### src/rtl/mem_arbiter.sv
// ============================================================================
// Module   : mem_arbiter
// Two-port round-robin arbiter for a line-wide memory, with a grant timeout.
// Revision : 1.0
// ============================================================================
`default_nettype none

module mem_arbiter #(
    parameter int ADDR_W  = 32,
    parameter int DATA_W  = 256,
    parameter int TIMEOUT = 31
) (
    input  logic              clk_i,
    input  logic              rst_i,
    input  logic              p0_enable_i,
    input  logic              p0_write_i,
    input  logic [ADDR_W-1:0] p0_addr_i,
    input  logic [DATA_W-1:0] p0_data_i,
    output logic              p0_ack_o,
    output logic [DATA_W-1:0] p0_data_o,
    input  logic              p1_enable_i,
    input  logic              p1_write_i,
    input  logic [ADDR_W-1:0] p1_addr_i,
    input  logic [DATA_W-1:0] p1_data_i,
    output logic              p1_ack_o,
    output logic [DATA_W-1:0] p1_data_o,
    output logic              mem_enable_o,
    output logic              mem_write_o,
    output logic [ADDR_W-1:0] mem_addr_o,
    output logic [DATA_W-1:0] mem_data_o,
    input  logic [DATA_W-1:0] mem_data_i,
    input  logic              mem_ack_i,
    output logic              timeout_o,
    output logic [7:0]        timeout_cnt_o
);

    localparam logic [1:0] C_ST_IDLE   = 2'd0;
    localparam logic [1:0] C_ST_GRANT0 = 2'd1;
    localparam logic [1:0] C_ST_GRANT1 = 2'd2;
    localparam logic [7:0] C_CNT_LAST  = 8'(TIMEOUT - 1);

    logic [1:0]        state_q, state_d;
    logic              last1_q;
    logic [7:0]        cnt_q;
    logic [7:0]        tcnt_q;
    logic              timeout_q;
    logic              mem_enable_q;
    logic              mem_write_q;
    logic [ADDR_W-1:0] mem_addr_q;
    logic [DATA_W-1:0] mem_data_q;

    logic w_in_grant;
    logic w_pick1;
    logic w_timeout;

    assign w_in_grant = (state_q == C_ST_GRANT0) || (state_q == C_ST_GRANT1);
    // last1_q high means port 1 held the most recent grant, so port 0 wins a tie
    assign w_pick1    = p1_enable_i && (!p0_enable_i || !last1_q);
    assign w_timeout  = w_in_grant && !mem_ack_i && (cnt_q == C_CNT_LAST);

    always_ff @(posedge clk_i or negedge rst_i) begin
        if (!rst_i) begin
            state_q <= C_ST_IDLE;
        end else begin
            state_q <= state_d;
        end
    end

    always_comb begin
        state_d = state_q;
        case (state_q)
            C_ST_IDLE: begin
                if (p0_enable_i || p1_enable_i) begin
                    state_d = w_pick1 ? C_ST_GRANT1 : C_ST_GRANT0;
                end
            end
            C_ST_GRANT0, C_ST_GRANT1: begin
                if (mem_ack_i || w_timeout) begin
                    state_d = C_ST_IDLE;
                end
            end
            default: state_d = C_ST_IDLE;
        endcase
    end

    always_comb begin
        p0_ack_o = 1'b0;
        p1_ack_o = 1'b0;
        case (state_q)
            C_ST_GRANT0: p0_ack_o = mem_ack_i;
            C_ST_GRANT1: p1_ack_o = mem_ack_i;
            default: ;
        endcase
    end

    assign p0_data_o = mem_data_i;
    assign p1_data_o = mem_data_i;

    always_ff @(posedge clk_i or negedge rst_i) begin
        if (!rst_i) begin
            last1_q      <= 1'b1;
            cnt_q        <= 8'd0;
            tcnt_q       <= 8'd0;
            timeout_q    <= 1'b0;
            mem_enable_q <= 1'b0;
            mem_write_q  <= 1'b0;
            mem_addr_q   <= '0;
            mem_data_q   <= '0;
        end else begin
            timeout_q <= w_timeout;
            if (w_timeout && (tcnt_q != 8'hFF)) begin
                tcnt_q <= tcnt_q + 8'd1;
            end
            if (state_q == C_ST_IDLE) begin
                if (state_d != C_ST_IDLE) begin
                    mem_enable_q <= 1'b1;
                    last1_q      <= w_pick1;
                    cnt_q        <= 8'd0;
                    mem_write_q  <= w_pick1 ? p1_write_i : p0_write_i;
                    mem_addr_q   <= w_pick1 ? p1_addr_i  : p0_addr_i;
                    mem_data_q   <= w_pick1 ? p1_data_i  : p0_data_i;
                end
            end else if (state_d == C_ST_IDLE) begin
                mem_enable_q <= 1'b0;
            end else begin
                cnt_q <= cnt_q + 8'd1;
            end
        end
    end

    assign mem_enable_o  = mem_enable_q;
    assign mem_write_o   = mem_write_q;
    assign mem_addr_o    = mem_addr_q;
    assign mem_data_o    = mem_data_q;
    assign timeout_o     = timeout_q;
    assign timeout_cnt_o = tcnt_q;

endmodule

`default_nettype wire

### config.mk
export PLATFORM = sky130hd
export DESIGN_NAME = mem_arbiter
export DESIGN_NICKNAME = d
export VERILOG_FILES = /design/src/rtl/mem_arbiter.sv
export SDC_FILE = /design/constraint.sdc
export NUM_CORES = 1
export LEC_CHECK = 0
export ABC_AREA = 1
export CAP_MARGIN = 15
export CORE_AREA = 8 8 638 640
export DETAILED_ROUTE_END_ITERATION = 10
export DIE_AREA = 0 0 646 648
export HOLD_SLACK_MARGIN = 0.15
export PLACE_DENSITY = 0.3
export SLEW_MARGIN = 20
export SYNTH_ARGS = -nofsm -noshare
export SYNTH_HDL_FRONTEND = slang
export SYNTH_SLANG_ARGS = --single-unit
### constraint.sdc
create_clock -name clk_i -period 2.99 [get_ports clk_i]
set_clock_uncertainty 0.05 [all_clocks]
set_input_delay 0.4485 -clock clk_i [delete_from_list [all_inputs] [get_ports clk_i]]
set_output_delay 0.4485 -clock clk_i [all_outputs]
set_load 0.01 [all_outputs]
==> flow_summary.rst <==
.. list-table::
   :header-rows: 1

   * - Metric
     - Value
   * - Number of hold violations in the final report
     - 0
   * - Final setup violation count
     - 0
   * - CTS Sinks
     - 310
   * - Via Count
     - 18.3k
   * - Skew-Pair Late Insertion Delay
     - 0.70 ns
   * - Complex-gate fraction of the synthesized area
     - 16.5%
   * - CTS H-tree depth
     - 2
   * - Width of the chip
     - 646 µm
   * - Sequential group share of total power
     - 24.9%
   * - Power density of the placed cells
     - 948 nW/µm²
   * - Cell types with the largest area share after synthesis
     - dfrtp_1 43%, buf_4 22%, a21oi_1 16%
   * - Switching share of total power
     - 43.6%
   * - Synth-to-Final Area Change
     - 80.8%
   * - Fraction of the core area covered by cells at the end of the flow
     - 8.18%
   * - Fin area
     - 32,500 µm²
   * - Switching power total
     - 13,400 µW
   * - Number of input and output port buffers inserted
     - 883
   * - Fin. max-slew vios
     - 0
   * - Part of the power in combinational logic
     - 55.3%
   * - Proportion of layout cells with a drive suffix above 1
     - 7.29%
   * - Post-synthesis simple-gate area fraction
     - 14.1%
   * - Biggest fanout along the worst timing path
     - 14
   * - Static leakage power
     - 0.0112 µW
   * - TritonCTS clock tree
     - yes
   * - Most frequent cells after synthesis
     - 582 x a21oi_1, 517 x buf_4, 340 x nand2_1
   * - Avg WL per Cell
     - 28.1 µm
   * - Area of the core
     - 397,000 µm²
   * - Number of ports placed on the die boundary
     - 1,652
   * - Clock period minus worst slack
     - 2.77 ns
   * - Cell Int Power
     - 17,400 µW
   * - Type of origin of the critical path
     - flip-flop
   * - Cell variety after synth
     - 27
   * - Clock-pin slew reported for the worst setup and hold paths after clock tree synthesis
     - 0.06 ns
   * - # DRC
     - 0
   * - Starting DRC count in detailed routing
     - 1,215
   * - Clock network fraction of design power
     - 19.8%
   * - Max Freq
     - 361 MHz
   * - Synthesized netlist net count
     - 3,090
   * - Routability congestion estimate
     - 0.801
   * - Startpoint of the lowest-slack hold path
     - p1_data_i[223]
   * - Cell taking the most area after synthesis
     - dfrtp_1
   * - Slew headroom
     - 55.4%
   * - Vias/cell
     - 2.28
   * - Clock Tree Root
     - clkbuf_16
   * - Number of warnings issued by yosys
     - 0
   * - Non-filler cells in the finished layout
     - 8,051
   * - Total of flip-flops plus latches after synthesis
     - 310
   * - Dpl cell area
     - 30,100 µm²
   * - Async set-or-reset flop fraction in the synthesized netlist
     - 100%
   * - Path category of the worst min-delay check
     - in -> reg
   * - Synthesized netlist cell count
     - 2,241
   * - Reg-to-reg critical path startpoint
     - state_q[0]
   * - Number of global-route vias before repair
     - 19.1k
   * - VDD IR max
     - 0.504 mV
   * - Total die area
     - 419,000 µm²
   * - TritonCTS Buffers
     - 50
   * - Run status
     - completed
   * - MaxCap Viol Count
     - 0
   * - Share of the cycle needed by the critical path after routing
     - 92.7%
   * - Largest net degree at the start of global routing
     - 93
   * - Height of the die
     - 648 µm
   * - Number of antenna-violating nets in the routed design
     - 0
   * - CP endpoint kind
     - flip-flop
   * - Remaining global-route overflow
     - 0
   * - Worst Setup Path Type
     - reg -> reg
   * - Sequential share of the synthesized area
     - 43.2%
   * - Launch point of the worst path
     - state_q[0]
   * - Dominant combinational cell family by area after synthesis
     - buffers and inverters
   * - Post-Synthesis Cell Area
     - 18,000 µm²
   * - Adder-cell share of the synthesized area
     - 0.697%
   * - Total wirelength of the detailed-routed design
     - 226 mm
   * - Count leader, synth
     - a21oi_1
   * - Transition at the pin with the smallest max-transition slack
     - 0.670 ns
   * - Average instance area after synthesis
     - 8.01 µm²
   * - Number of flops mapped to enable cells by yosys
     - 0
   * - Area share of the largest cell type after synthesis
     - 43.1%
   * - Worst hold slack across all endpoints
     - 0.262 ns
   * - Fraction of synthesized cell area in xor and xnor cells
     - 0.286%
   * - Antenna violations before repair
     - 121
   * - Total routing resource utilization after global routing
     - 10.2%
   * - Number of standard-cell rows in the floorplan
     - 232
   * - Starting utilization of the core area
     - 4.52%
   * - Wire length of the first global-routing pass
     - 267 mm
   * - Unrepaired setup endpoints after global routing
     - true
   * - Primary flip-flop cell chosen by synthesis mapping
     - dfrtp_1
   * - Req. time, crit path
     - 3.56 ns
   * - Arrival time worst endpoint
     - 3.34 ns
   * - Post-detailed-placement half-perimeter wirelength
     - 200 mm
   * - Maximum clock path buffer count
     - 3
   * - Post-layout net count
     - 3,558
   * - Post-Place Cells
     - 7,860
   * - Mux cell area share after synthesis
     - 0%
   * - Drt first pass iters
     - 5
-- layout by cell type (no fill, tap or decap), types with 3 or more instances in the layout --
cell / n
clkdlybuf4s50_1: 876
a21oi_1: 582
nand2_1: 340
dfrtp_1: 309
nor2_1: 299
buf_4: 90
dlygate4sd3_1: 62
clkbuf_16: 50
diode_2: 43
buf_12: 26
inv_1: 23
clkbuf_1: 15
ha_1: 9
clkbuf_8: 8
o21ai_0: 7
nand3_1: 5
nor3_1: 4
nor2_2: 3
nand3b_1: 3
nand4_1: 3
xnor2_1: 3
clkinv_2: 3
inv_6: 3
-- per-layer routing --
| metal | GRT usage, % | wire length, µm | up-vias |
|---|---|---|---|
| met1 | 8.53 | 64700 | 8604 |
| li1 | - | - | 7753 |
| met2 | 16.8 | 105000 | 1557 |
| met3 | 9.51 | 45300 | 342 |
| met4 | 3.69 | 9710 | 64 |
| met5 | 0.480 | 636 | - |
-- state kept, by name, summed over array words and instances, names as in the netlist --
signal,flops
state_q,2
timeout_o,1
timeout_cnt_o,8
cnt_q,8
mem_data_o,256
mem_write_o,1
last1_q,1
mem_addr_o,32
mem_enable_o,1
-- timing repair --
action / in CTS / in global routing
gates resized for setup: 0 / 1
hold endpoints to repair: 285 / 0
setup endpoints to repair: 0 / 18
hold buffers: 62 / 0
buffers inserted: 0 / 0
-- final cells by class --
type                            instances  area, µm²
Fill cell                           46500     365000
Timing Repair Buffer                 1056      10600
Sequential cell                       310       7760
Tap cell                             5265       6590
Multi-Input combinational cell       1266       5690
Clock buffer                           73       1420
Clock inverter                         13        188
Inverter                               25        109
Antenna cell                           43        108
-- final timing paths --
check                             endpoint  slack, ns  depth (start not counted)
max                        mem_data_o[229]       0.22                         16
min                        mem_data_o[223]       0.26                          3
max reg2reg                mem_data_o[229]       0.22                         16
min reg2reg                   mem_enable_o       0.46                          2
max in group asynchronous  mem_data_o[209]       1.41                          3
min in group asynchronous         cnt_q[3]       0.27                          2
-- power by group through the flow --
stage | logic (µW) | registers, µW | clock network, µW
after floorplan | 6660 | 8380 | 0
after global placement | 17500 | 7660 | 0
after detailed placement | 17500 | 7680 | 0
after CTS | 17600 | 7670 | 6530
after global routing | 18600 | 7910 | 6620
final | 17000 | 7660 | 6110
-- critical path, stage by stage (launching register included) --
cell	delay, ns
dfrtp_1	0.35
inv_1	0.06
ha_1	0.32
nand2_1	0.06
nor2_1	0.12
nand3_2	0.11
nand3b_1	0.11
nand2_1	0.07
nand2_1	0.09
nand2_1	0.09
ha_4	0.17
buf_12	0.12
inv_8	0.25
buf_4	0.21
buf_4	0.17
a21oi_1	0.08
a21oi_1	0.18
-- logic make-up after synthesis --
logic type                 Yosys count
adders and majority gates           10
DFF                                310
AOI/OAI and AO/OA                  591
xor gates and xnor gates             5
buffers and inverters              665
and+or+nand+nor                    660
-- stage by stage --
stage	power, µW	setup WS [ns]	TNS [ns]
4_1_cts	31800	0.0623	0
3_5_place_dp	25200	-0.215	-20.35
6_report	30800	0.219	0
5_1_grt	33100	-0.0132	-0.0361
2_1_floorplan	15000	0.643	0
3_3_place_gp	25100	-0.221	-24.48
Power figures use the tool's default switching activity.
